`config.mk`:
```
export PLATFORM = sky130hd
export DESIGN_NAME = mips_multicycle_ctrl
export DESIGN_NICKNAME = d
export VERILOG_FILES = /design/src/rtl/mips_multicycle_ctrl.sv
export SDC_FILE = /design/constraint.sdc
export NUM_CORES = 1
export LEC_CHECK = 0
export CAP_MARGIN = 30
export CELL_PAD_IN_SITES_DETAIL_PLACEMENT = 0
export CELL_PAD_IN_SITES_GLOBAL_PLACEMENT = 2
export CORE_MARGIN = 5
export CORE_UTILIZATION = 34
export CTS_BUF_LIST = sky130_fd_sc_hd__clkbuf_4 sky130_fd_sc_hd__clkbuf_8
export DETAILED_ROUTE_END_ITERATION = 8
export HOLD_SLACK_MARGIN = 0.15
export PLACE_DENSITY_LB_ADDON = 0.1
export SLEW_MARGIN = 20
export SYNTH_ARGS = -nofsm -noshare
export SYNTH_HDL_FRONTEND = slang
export SYNTH_SLANG_ARGS = --single-unit
```
`constraint.sdc`:
```
create_clock -name clk -period 5.4 [get_ports clk]
set_input_delay 1.08 -clock clk [delete_from_list [all_inputs] [get_ports clk]]
set_output_delay 1.08 -clock clk [all_outputs]
set_load 0.01 [all_outputs]
```
`src/rtl/mips_multicycle_ctrl.sv`:
```
// Multi-cycle MIPS control FSM: fetch/decode/exec/mem/wb sequencing, memory
// handshake with wait timeout, retired-instruction counter and sticky trap.
module mips_multicycle_ctrl #(
   parameter int MEM_TIMEOUT = 255,
   parameter int CNT_W       = 32
) (
   input  logic             clk,
   input  logic             reset,
   input  logic [5:0]       opcode,
   input  logic [5:0]       funct,
   input  logic             branch_taken,
   input  logic             mem_ready,
   output logic             mem_read,
   output logic             mem_write,
   output logic             mem_addr_sel,
   output logic [1:0]       mem_size,
   output logic             ir_write,
   output logic             pc_write,
   output logic             pc_src,
   output logic             alu_latch,
   output logic             reg_write,
   output logic             reg_dst,
   output logic             mem_to_reg,
   output logic             trap,
   output logic [1:0]       trap_cause,
   output logic [CNT_W-1:0] retired_count,
   output logic [2:0]       state
);

   localparam int WAIT_W = $clog2(MEM_TIMEOUT + 1);

   typedef enum logic [2:0] {
      S_BOOT = 3'd0, S_FETCH = 3'd1, S_DECODE = 3'd2, S_EXEC = 3'd3,
      S_MEM  = 3'd4, S_WB    = 3'd5, S_TRAP   = 3'd6
   } state_t;

   typedef enum logic [2:0] {C_R, C_IMM, C_BR, C_ST, C_LD, C_ILL} cls_t;

   state_t            st, st_nxt;
   cls_t              cls, dec_cls;
   logic [1:0]        size_q, dec_size;
   logic [WAIT_W-1:0] wait_cnt;
   logic              mem_wait, timeout, retire;

   assign state = st;

   always_comb begin
      dec_cls = C_ILL;
      case (opcode)
         6'b000000: if (funct inside {6'b100000, 6'b100010, 6'b100100,
                                      6'b100101, 6'b100111, 6'b101010})
                       dec_cls = C_R;
         6'b001000, 6'b001100, 6'b001101, 6'b001010: dec_cls = C_IMM;
         6'b000100, 6'b000101, 6'b000001:            dec_cls = C_BR;
         6'b101000, 6'b101001, 6'b101011:            dec_cls = C_ST;
         6'b100000, 6'b100001, 6'b100011:            dec_cls = C_LD;
         default: ;
      endcase
      // b/h/w forms of loads and stores differ only in opcode[1:0]
      case (opcode[1:0])
         2'b00:   dec_size = 2'b00;
         2'b01:   dec_size = 2'b01;
         default: dec_size = 2'b10;
      endcase
   end

   assign mem_wait = ((st == S_FETCH) || (st == S_MEM)) && !mem_ready;
   assign timeout  = mem_wait && (wait_cnt == WAIT_W'(MEM_TIMEOUT - 1));
   assign retire   = ((st == S_EXEC) && (cls == C_BR)) ||
                     ((st == S_MEM) && mem_ready && (cls == C_ST)) ||
                     (st == S_WB);

   always_ff @(posedge clk or posedge reset) begin
      if (reset) st <= S_BOOT;
      else       st <= st_nxt;
   end

   always_comb begin
      st_nxt = st;
      case (st)
         S_BOOT:   st_nxt = S_FETCH;
         S_FETCH:  if (mem_ready)   st_nxt = S_DECODE;
                   else if (timeout) st_nxt = S_TRAP;
         S_DECODE: st_nxt = (dec_cls == C_ILL) ? S_TRAP : S_EXEC;
         S_EXEC:   case (cls)
                      C_BR:       st_nxt = S_FETCH;
                      C_ST, C_LD: st_nxt = S_MEM;
                      default:    st_nxt = S_WB;
                   endcase
         S_MEM:    if (mem_ready)    st_nxt = (cls == C_LD) ? S_WB : S_FETCH;
                   else if (timeout) st_nxt = S_TRAP;
         S_WB:     st_nxt = S_FETCH;
         S_TRAP:   st_nxt = S_TRAP;
         default:  st_nxt = S_BOOT;
      endcase
   end

   // Instruction class, access size, wait counter, retire count, trap cause
   always_ff @(posedge clk or posedge reset) begin
      if (reset) begin
         cls           <= C_ILL;
         size_q        <= 2'b00;
         wait_cnt      <= '0;
         retired_count <= '0;
         trap_cause    <= 2'b00;
      end else begin
         if (st == S_DECODE) begin
            cls    <= dec_cls;
            size_q <= dec_size;
         end
         wait_cnt <= mem_wait ? wait_cnt + WAIT_W'(1) : '0;
         if (retire) retired_count <= retired_count + CNT_W'(1);
         if ((st == S_DECODE) && (dec_cls == C_ILL)) trap_cause <= 2'b01;
         else if (timeout)                           trap_cause <= 2'b10;
      end
   end

   always_comb begin
      mem_read     = 1'b0;
      mem_write    = 1'b0;
      mem_addr_sel = 1'b0;
      mem_size     = 2'b00;
      ir_write     = 1'b0;
      pc_write     = 1'b0;
      pc_src       = 1'b0;
      alu_latch    = 1'b0;
      reg_write    = 1'b0;
      reg_dst      = 1'b0;
      mem_to_reg   = 1'b0;
      trap         = 1'b0;
      case (st)
         S_FETCH: begin
            mem_read = 1'b1;
            mem_size = 2'b10;
            ir_write = mem_ready;
            pc_write = mem_ready;
         end
         S_EXEC: begin
            alu_latch = 1'b1;
            if (cls == C_BR) begin
               pc_src   = 1'b1;
               pc_write = branch_taken;
            end
         end
         S_MEM: begin
            mem_addr_sel = 1'b1;
            mem_read     = (cls == C_LD);
            mem_write    = (cls == C_ST);
            mem_size     = size_q;
         end
         S_WB: begin
            reg_write  = 1'b1;
            reg_dst    = (cls == C_R);
            mem_to_reg = (cls == C_LD);
         end
         S_TRAP:  trap = 1'b1;
         default: ;
      endcase
   end

endmodule

```
# Word-level counts from Yosys, hierarchy flattened
# Cells that the tools add are included.
dict set report word_totals {
  reg_bits 50
  latchBits 0
  mem_bits_rw 0
  rom_bits 0
  in_bits 16
  elab_cells 88
  mem_count 0
}
dict set report op_classes {
  add_sub_neg 2
  mul 0
  div 0
  n_lt_le_gt_ge 0
  n_eq_ne 31
  shifts 0
  n_mux 27
  bitwise 0
  n_reduce_logical 22
}
# op count
set ops {}
lappend ops {{equality test 6 bit (second input constant)} 12}
lappend ops {{adder 32 x 1 -> 32 bit (second input constant)} 1}
lappend ops {{equality test 6 x 4 -> 1 bit (second input constant)} 4}
lappend ops {{two-way mux 3 bit} 6}
lappend ops {{case mux 3 bit (6 select lines)} 1}
lappend ops {{equality test 3 bit (second input constant)} 5}
lappend ops {{case mux 3 bit (5 select lines)} 1}
lappend ops {{equality test 3 x 2 -> 1 bit (second input constant)} 4}
lappend ops {{equality test 6 x 3 -> 1 bit (second input constant)} 2}
lappend ops {{two-way mux 1 bit} 11}
lappend ops {{OR reduction 3 bit} 3}
lappend ops {{adder 8 x 1 -> 8 bit (second input constant)} 1}
lappend ops {{equality test 8 bit (second input constant)} 1}
lappend ops {{two-way mux 8 bit} 1}
lappend ops {{case mux 2 bit (2 select lines)} 2}
lappend ops {{equality test 6 x 1 -> 1 bit (second input constant)} 1}
lappend ops {{logical AND 1 bit} 6}
lappend ops {{zero test 3 bit} 2}
lappend ops {{zero test 6 bit} 1}
lappend ops {{case mux 3 bit (2 select lines)} 1}
lappend ops {{nonzero test 6 bit} 1}
lappend ops {{two-way mux 2 bit} 2}
lappend ops {{case mux 1 bit (2 select lines)} 2}
lappend ops {{OR reduction 2 bit} 2}
lappend ops {{7 further kinds} 9}

# Depth between registers and ports, before layout
# Gate-level depths: netlist of the first run.
dict set report depth {
  ltp_word 7
  depth_mapped 8
  ltp_nobuf 7
}

# Worst setup path before layout of the first run
# Ideal clock, no wire load.
dict set report synth_path {
  path_type {input-to-reg}
  startpoint {input port opcode[5]}
  endpoint {register st[2], in the netlist state[2]}
  setup_ns 0.129
  arrival_time_ns 2.385
  required_ns 5.271
  path_slack_ns 2.887
  path_stages 6
  path_buffers 1
  cell_sequence {clkbuf_1 -> nor2b_1 -> o22ai_1 -> o32a_1 -> a311o_1 -> a2111o_1}
}
dict set report synth_between {
  elab_chain_cells 6
  word_cells_on_any_way 22
  cone_classes {eq/ne (14); mux (3); reduce/logical (5)}
}
# element line
set synth_lines {}
lappend synth_lines {{from (decl)} 9} ;# input logic [5:0] opcode,
lappend synth_lines {{equality test 6 x 4 -> 1 bit, or another cell as far along} 49} ;# case (opcode)
lappend synth_lines {{OR reduction 4 bit / OR reduction 3 bit (equally long branches)} 49}
lappend synth_lines {{case mux 3 bit (5 select lines) *} 49}
lappend synth_lines {{equality test 3 bit *} 84} ;# S_DECODE: st_nxt = (dec_cls == C_ILL) ? S_TRAP : S_EXEC;
lappend synth_lines {{two-way mux 3 bit *} 84}
lappend synth_lines {{case mux 3 bit (6 select lines) *} 80} ;# case (st)
lappend synth_lines {{net st_nxt[2]} 39} ;# state_t st, st_nxt;
lappend synth_lines {{to (signal assigned)} 75} ;# else st <= st_nxt;
lappend synth_lines {{to (decl)} 39}
# Mark *: on every way through the listed nets, which the timed path passes. The rest lies on a longest branch.
# A chain may end at the register's enable or synchronous reset.

# Final worst setup path of the first run
dict set report layout_path {
  startpoint {input port mem_ready}
  endpoint {output port pc_write}
}
dict set report layout_between {
  elab_chain_cells 1
}
# element line
set layout_lines {}
lappend layout_lines {{from (decl)} 12} ;# input logic mem_ready,
lappend layout_lines {{case mux 1 bit (2 select lines)} 131} ;# case (st)
lappend layout_lines {{to (decl)} 18} ;# output logic pc_write,
# No other way between the ends.

==> flow_metrics.env, run 1 <==
export IMPL_status="finished clean"
export IMPL_die_w_um=98.74
export IMPL_cp_max_fo=7
export IMPL_finalCritPeriodShare_pct=66.14
export IMPL_crit_slowest_cell="clkdlybuf4s50_1"
export IMPL_synth_area_um2=2678
export IMPL_n_fill_cell=756
export IMPL_drcViolationCount=0
export IMPL_drt_vias_per_instance=4.896
export IMPL_synth_simple_area_share_pct=26.40
export IMPL_power_density_nw_per_um2=333.6
export IMPL_finalHoldViolations=0
export IMPL_post_synth_fa_ha_maj_area_fraction_pct=1.402
export IMPL_fin_skew_ns=0.01390
export IMPL_drive_gt1_share_pct=8.207
export IMPL_nNetsFinal=347
export IMPL_dieHeight_um=98.74
export IMPL_cts_made_buffers=5
export IMPL_max_stage_delay_ns=0.64
export IMPL_overflow=0
export IMPL_cts_tree="yes"
export IMPL_diodes=0
export IMPL_rows=32
export IMPL_grt_max_degree=51
export IMPL_ys_seq_elements=50
export IMPL_routed_top_layer="met4"
export IMPL_ys_seq_area_share_pct=46.82
export IMPL_wl_met3_um=254
export IMPL_dp_hpwl_mm=4.464
export IMPL_insertion_delay_ns=0.31
export IMPL_port_buffers=65
export IMPL_leakage_uw=0.001458
export IMPL_synth_enable_flop_cells=0
export IMPL_yosys_cell_types_count=55
export IMPL_ir_worst_vdd_mv=0.1403
export IMPL_synth_compound_area_share_pct=10.23
export IMPL_synth_async_sr_flop_share_pct=100.0
export IMPL_cts_max_path_buffers=2
export IMPL_r2r_start="state[1]"
export IMPL_path_cells="clkdlybuf4s50_1 -> nand2_1 -> nand2_1 -> clkdlybuf4s50_1"
export IMPL_setup_worst_path_end_class="primary output"
export IMPL_synth_mux_area_share_pct=0.8411
export IMPL_syn_to_final_growth_pct=32.01
export IMPL_via_count=2110
export IMPL_gp_congestion=0.7571
export IMPL_synthFlopType="dfrtp_1"
export IMPL_post_cts_resized=0
export IMPL_drt_met1_wl_mm=3.089
export IMPL_yosys_warnings=0
export IMPL_critPathLaunch="mem_ready"
export IMPL_post_cts_buffers=0
export IMPL_startpoint_type="input pin"
export IMPL_cts_clk_slew_worst_paths_ns=0.09
export IMPL_required_ns=4.32
export IMPL_slew_headroom_pct=57.32
export IMPL_ant_nets=0
export IMPL_clockRootBuffer="clkbuf_8"
export IMPL_drt_wl_total_mm=6.168
export IMPL_drt_first_pass_iters=4
export IMPL_crit_type="input pin to primary output"
export IMPL_setup_viol=0
export IMPL_worst_hold_slack_ns=0.4743
export IMPL_fin_crit_ns=3.571
export IMPL_track_usage_pct=13.34
export IMPL_synth_nets=280
export IMPL_hold_buffers=0
export IMPL_worst_pin_slew_ns=0.6402
export IMPL_syn_inst=261
export IMPL_start_util_pct=34.83
export IMPL_cts_max_level=2
export IMPL_hold_start="size_q[0]"
export IMPL_finalPower_uw=1179
export IMPL_slew_violations=0
export IMPL_drv_cap=0
export IMPL_antenna_found_initial=0
export IMPL_hp_class="flip-flop to flip-flop"
export IMPL_syn_area_per_cell_um2=10.26
export IMPL_rsz0062_at_grt="false"
export IMPL_fmax_ghz=0.2800
export IMPL_dieArea_um2=9750
export IMPL_grt_pass1_wl_mm=10.70
export IMPL_coreArea_um2=7687
export IMPL_clock_sinks=50
export IMPL_wl_met2_mm=2.756
export IMPL_synth_top_family_by_area="simple AND/OR/NAND/NOR gates"
export IMPL_arrival_ns=2.49
export IMPL_tns_ns=0
export IMPL_drt_iter0_drc=94
export IMPL_synth_xor_area_share_pct=12.10
export IMPL_post_drt_wl_per_cell_um=14.31
export IMPL_grt_pass1_vias=2123
export IMPL_ioPinCount=66
through the flow:
step           std cells  util, %  worst slack [ns]  area [um^2]
4_1_cts              431    45.98             1.825         3535
5_1_grt              431    45.98             1.758         3535
3_3_place_gp         423    44.69             1.871         3436
6_report             431    45.98             1.829         3535
2_1_floorplan        261        -             2.887         2678
3_5_place_dp         423    44.69             1.832         3436
state kept, by name (all words and copies together), names as in the netlist:
register / cells
cls: 3
retired_count: 32
size_q: 2
state: 3
trap_cause: 2
wait_cnt: 8
logic make-up after synthesis:
group                      count (synthesis)
AOI/OAI and AO/OA                         29
xor gates and xnor gates                  37
adders and majority gates                  3
buffers and inverters                     14
DFF                                       50
muxes                                      2
and+or+nand+nor                          126
cell usage after synthesis (all sizes together) (4+ instances only):
master	number	share of area [%]
nand2b	5	1.2
nor2b	4	0.93
nand3	23	4.8
dfrtp	48	45
inv	7	0.98
xor2	10	3.3
and2	7	1.6
o21ai	4	0.75
xnor2	27	8.8
a21oi	5	1.4
nand3b	4	1.1
and3	13	3.0
nor2	19	2.7
nand4	8	1.9
clkbuf	4	0.56
nand2	29	4.3
power by group:
group          total (uW)  internal, uW  switching, uW
Combinational         423           215            208
Sequential            519           435           84.1
Clock                 237           106            132
Total                1180           755            424
critical path: cells and delay by family:
kind	cells	cell delay, ns
simple gates	2	0.24
buf+inv	2	1.17
worst paths after layout:
path	to	cells past startpoint	slack (ns)
setup / recovery	pc_write	4	1.83
hold / removal	size_q[0]	2	0.47
setup reg to reg	retired_count[19]	5	3.21
hold reg to reg	size_q[0]	2	0.47
max in group asynchronous	retired_count[29]	3	3.71
min in group asynchronous	wait_cnt[6]	3	1.26
layout by cell type (no fill, tap or decap), types with 2 or more instances in the layout:
cell type and instances:
nor2b_1 4, a21oi_1 4, and3_1 13, nand2_1 28
clkdlybuf4s50_1 65, ha_1 3, inv_1 5, and2_1 6
and4_1 3, a2111oi_4 2, xor2_1 10, o22a_1 2
nand3_1 22, dfrtp_1 48, nand3b_1 4, nand2b_1 5
nor2_1 19, clkbuf_8 6, inv_2 2, o31ai_1 3
nor4_1 3, nand4_1 8, o21ai_0 3, dfstp_2 2
xnor2_1 27
layer usage:
layer | vias to the layer above | track usage (%)
met1 | 1010 | 19.03
met4 | 0 | 4.412
met2 | 41 | 20.09
li1 | 1054 | -
met5 | - | 0
met3 | 5 | 2.831
layout make-up:
class / count / area [um^2] / area share, %
Multi-Input combinational cell: 197 / 1365 / 38.62
Tap cell: 102 / 127.6 / 3.611
Timing Repair Buffer: 66 / 658.1 / 18.62
Clock inverter: 2 / 16.27 / 0.4602
Clock buffer: 6 / 82.58 / 2.336
Inverter: 8 / 31.28 / 0.8850
Sequential cell: 50 / 1254 / 35.47
Note: power is estimated with default switching activity, not from simulation.
==> inputs of run 2 (changes only) <==
--- a/config.mk
+++ b/config.mk
@@ -9,7 +9,7 @@
 export CELL_PAD_IN_SITES_DETAIL_PLACEMENT = 0
 export CELL_PAD_IN_SITES_GLOBAL_PLACEMENT = 2
 export CORE_MARGIN = 5
-export CORE_UTILIZATION = 34
+export CORE_UTILIZATION = 28
 export CTS_BUF_LIST = sky130_fd_sc_hd__clkbuf_4 sky130_fd_sc_hd__clkbuf_8
 export DETAILED_ROUTE_END_ITERATION = 8
 export HOLD_SLACK_MARGIN = 0.15
==> constraint.sdc (replaced) <==
create_clock -name clk -period 3.2 [get_ports clk]
set_input_delay 0.64 -clock clk [delete_from_list [all_inputs] [get_ports clk]]
set_output_delay 0.64 -clock clk [all_outputs]
set_load 0.01 [all_outputs]
==> flow_metrics.env, run 2 (synthesized netlist as in run 1, its figures left out) <==
export IMPL_cts_clk_slew_worst_paths_ns=0.10
export IMPL_grt_pass1_wl_mm=10.81
export IMPL_drcViolationCount=0
export IMPL_dieArea_um2=11620
export IMPL_insertion_delay_ns=0.30
export IMPL_max_stage_delay_ns=0.61
export IMPL_power_density_nw_per_um2=574.5
export IMPL_place_area_um2=3485
export IMPL_ir_worst_vdd_mv=0.2651
export IMPL_die_w_um=107.8
export IMPL_diodes=0
export IMPL_top_regs="retired_count: 32 flops, wait_cnt: 8 flops"
export IMPL_finalCritPeriodShare_pct=84.62
export IMPL_fin_crit_ns=2.708
export IMPL_hp_class="flip-flop to flip-flop"
export IMPL_dieHeight_um=107.8
export IMPL_setup_viol=0
export IMPL_path_cells="nand3b_1 -> nor4_1 -> clkdlybuf4s50_1"
export IMPL_nNetsFinal=349
export IMPL_postLayoutCoreUtil_pct=38.76
export IMPL_n_fill_cell=975
export IMPL_slew_violations=0
export IMPL_via_count=2095
export IMPL_drt_wl_total_mm=6.594
export IMPL_start_util_pct=28.84
export IMPL_largest_reg_flops=32
export IMPL_crit_slowest_cell="clkdlybuf4s50_1"
export IMPL_post_cts_resized=0
export IMPL_regMostFlops="retired_count"
export IMPL_cts_tree="yes"
export IMPL_fin_skew_ns=0.01066
export IMPL_setup_worst_path_end_class="primary output"
export IMPL_drv_cap=0
export IMPL_worst_pin_slew_ns=0.6773
export IMPL_required_ns=2.56
export IMPL_ant_nets=0
export IMPL_finalHoldViolations=0
export IMPL_final_common_cell="clkdlybuf4s50_1"
export IMPL_grt_pass1_vias=2098
export IMPL_fmax_ghz=0.3693
export IMPL_gp_congestion=0.7290
export IMPL_antenna_found_initial=0
export IMPL_cts_max_path_buffers=2
export IMPL_clock_sinks=50
export IMPL_dp_hpwl_mm=4.832
export IMPL_cpLargestDelayFamily="simple AND/OR/NAND/NOR gates"
export IMPL_crit_type="flip-flop to primary output"
export IMPL_drt_iter0_drc=48
export IMPL_hold_buffers=0
export IMPL_tns_ns=0
export IMPL_coreArea_um2=9284
export IMPL_drt_vias_per_instance=4.554
export IMPL_post_drt_wl_per_cell_um=14.33
export IMPL_clockRootBuffer="clkbuf_8"
export IMPL_cts_made_buffers=5
export IMPL_overflow=0
export IMPL_post_cts_buffers=0
export IMPL_slew_headroom_pct=54.54
export IMPL_final_cell_mix="clkdlybuf4s50_1, dfrtp_1, nand2_1, xnor2_1, nand3_1"
export IMPL_ioPinCount=66
export IMPL_rows=35
export IMPL_cts_max_level=2
export IMPL_critPathBufInv=1
export IMPL_final_cell_area_um2=3598
export IMPL_track_usage_pct=11.70
export IMPL_cp_max_fo=11
export IMPL_syn_to_final_growth_pct=34.39
export IMPL_arrival_ns=2.07
export IMPL_grt_max_degree=27
export IMPL_drt_first_pass_iters=4
export IMPL_drive_gt1_share_pct=8.761
export IMPL_startpoint_type="flip-flop"
export IMPL_dp_slack_ns=0.5048
export IMPL_status="finished clean"
export IMPL_leakage_uw=0.001475
export IMPL_finalWorstSetupSlack_ns=0.4922
export IMPL_rsz0062_at_grt="false"
export IMPL_port_buffers=65
-- run 2: changes by cell type in the layout (fill, tap and decap cells not counted) --
cell	delta
buf_4	+2
bufinv_16	+1
clkbuf_4	+1
clkbuf_8	-1
inv_6	-1
-- run 2: where the power goes --
part | switching, uW | internal, uW
registers | 140 | 734
logic | 363 | 367
clock network | 222 | 242
total | 725 | 1340
-- run 2: worst paths after layout --
path / start / to / slack (ns) / depth (start not counted)
worst max-delay path: state[1] / reg_dst / 0.49 / 3
worst min-delay path: retired_count[31] / retired_count[31] / 0.47 / 1
worst max register to register: state[1] / retired_count[23] / 1.07 / 5
worst min register to register: retired_count[31] / retired_count[31] / 0.47 / 1
max in group asynchronous: reset / cls[0] / 2.02 / 3
min in group asynchronous: reset / retired_count[30] / 0.54 / 2
-- run 2: layout make-up --
cell class	count	area, um^2	share of cell area (%)
Multi-Input combinational cell	197	1365	37.93
Sequential cell	50	1254	34.84
Tap cell	129	161.4	4.485
Timing Repair Buffer	68	673.1	18.71
Clock buffer	6	76.32	2.121
Inverter	8	31.28	0.8693
Clock inverter	2	37.54	1.043
-- run 2: metal layers --
metal  global-route usage [%]  wire length, um  part of all wire [%]  vias up
li1                         -                -                     -     1047
met4                    2.705               40                  0.61        0
met1                    16.67             3321                    50     1003
met2                    17.58             2934                    44       40
met3                    3.179              299                   4.5        5
met5                        0                0                     0        -
-- run 2: metrics by stage --
| stage | hold slack [ns] | cells | total power (uW) |
|---|---|---|---|
| floorplan | 0.4402 | 261 | 1278 |
| global placement | 0.4550 | 452 | 1632 |
| detailed placement | 0.4633 | 452 | 1633 |
| CTS | 0.4809 | 460 | 2106 |
| global route | 0.5170 | 460 | 2208 |
| finish | 0.4736 | 460 | 2067 |
==> RTL change, RTL diff (config.mk and constraints of run 1) <==
Set the parameter `CNT_W` to 64 (it was 32).
--- a/src/rtl/mips_multicycle_ctrl.sv
+++ b/src/rtl/mips_multicycle_ctrl.sv
@@ -3,5 +3,5 @@
 module mips_multicycle_ctrl #(
    parameter int MEM_TIMEOUT = 255,
-   parameter int CNT_W       = 32
+   parameter int CNT_W       = 64
 ) (
    input  logic             clk,
Interface: changed (resized retired_count); port bits go from 66 to 98. The function was not compared with the original's and may differ.
==> RTL change against run 1 <==
Maximum frequency shrank 5.1%; sequential cell count grew 32; area after synthesis grew 61%; die area grew 54%; worst setup slack lost 190 ps; total power grew 42%; wire length grew 85%; clock power grew 83%; design area grew 61%; first-iteration DRC count grew 110%; critical path type unchanged.
==> RTL change: results (changes against run 1) <==
[yosys]
synth-xor-area-share_pct=14.0  ; +1.9 points
synthTopCellsByArea=dfrtp_1, xnor2_1, xor2_1, nand3_1, nand2_1
synth_fp_nets=442  ; +58%
synthAdderAreaFrac_pct=0.869  ; -0.53 points
synth_compound_area_share_pct=8.29  ; -1.9 points
syn_area_per_cell_um2=10.2  ; -0.50%
muxShareOfSynthArea_pct=1.01  ; +0.17 points

[min_path]
hold_end=retired_count[63]

[setup_path]
ff2ff_path_depth=6  ; +1
rr_endpoint=retired_count[59]
r2r_slack_ps=3040  ; -170 ps

[power_and_ir_drop]
p_clk_uw=434  ; +83%
p_clk_share_pct=26.0  ; +5.9 points
p_leak_nw=2.34  ; +61%

[cells_and_area]
nFillCells=1251  ; +65%
fin_nets=542  ; +56%

[grt]
grt_pass1_vias=3544  ; +67%
grt_max_degree=47  ; -7.8%

[clock_network]
clk-insertion-delay-late_ps=360  ; +50 ps
cts_made_buffers=9  ; +4

[drt]
wl_um=11400  ; +85%
vias_per_cell=5.07  ; +3.5%

[run_status]
outcome=completed

[placed_design]
postPlaceCellArea_mm2=0.00547  ; +59%
io_buffer_count=97  ; +49%

[timing]
tightest_slew_ps=687  ; +46.5 ps

-- RTL change: cell type report --
| type | count | area (um2) | area share, % |
|---|---|---|---|
| well taps | 172 | 215 | 3.79 |
| inverters | 15 | 57.6 | 1.01 |
| repair buffers | 99 | 998 | 17.6 |
| clock buffers | 16 | 189 | 3.33 |
| flip-flops and latches | 82 | 2050 | 36.2 |
| multi-input cells | 316 | 2160 | 38.1 |
-- RTL change: cells by family (layout without fill, tap and decap cells) --
group / count (synthesis) / count (layout)
AO/OA/AOI/OAI: 42 / 42
XOR/XNOR: 69 / 69
adder cells (fa/ha/maj): 3 / 3
buffers and inverters: 25 / 130
flip-flops: 82 / 82
multiplexers: 4 / 4
AND/OR/NAND/NOR: 198 / 198
-- RTL change: layer usage --
layer,part of all wire [%],wire [um],vias to the layer above,track usage [%]
li1,-,-,1713,-
met4,0.98,112,0,4.69
met1,48,5420,1741,21.9
met5,0,0,-,0
met3,4.8,550,7,3.32
met2,47,5300,85,24.4
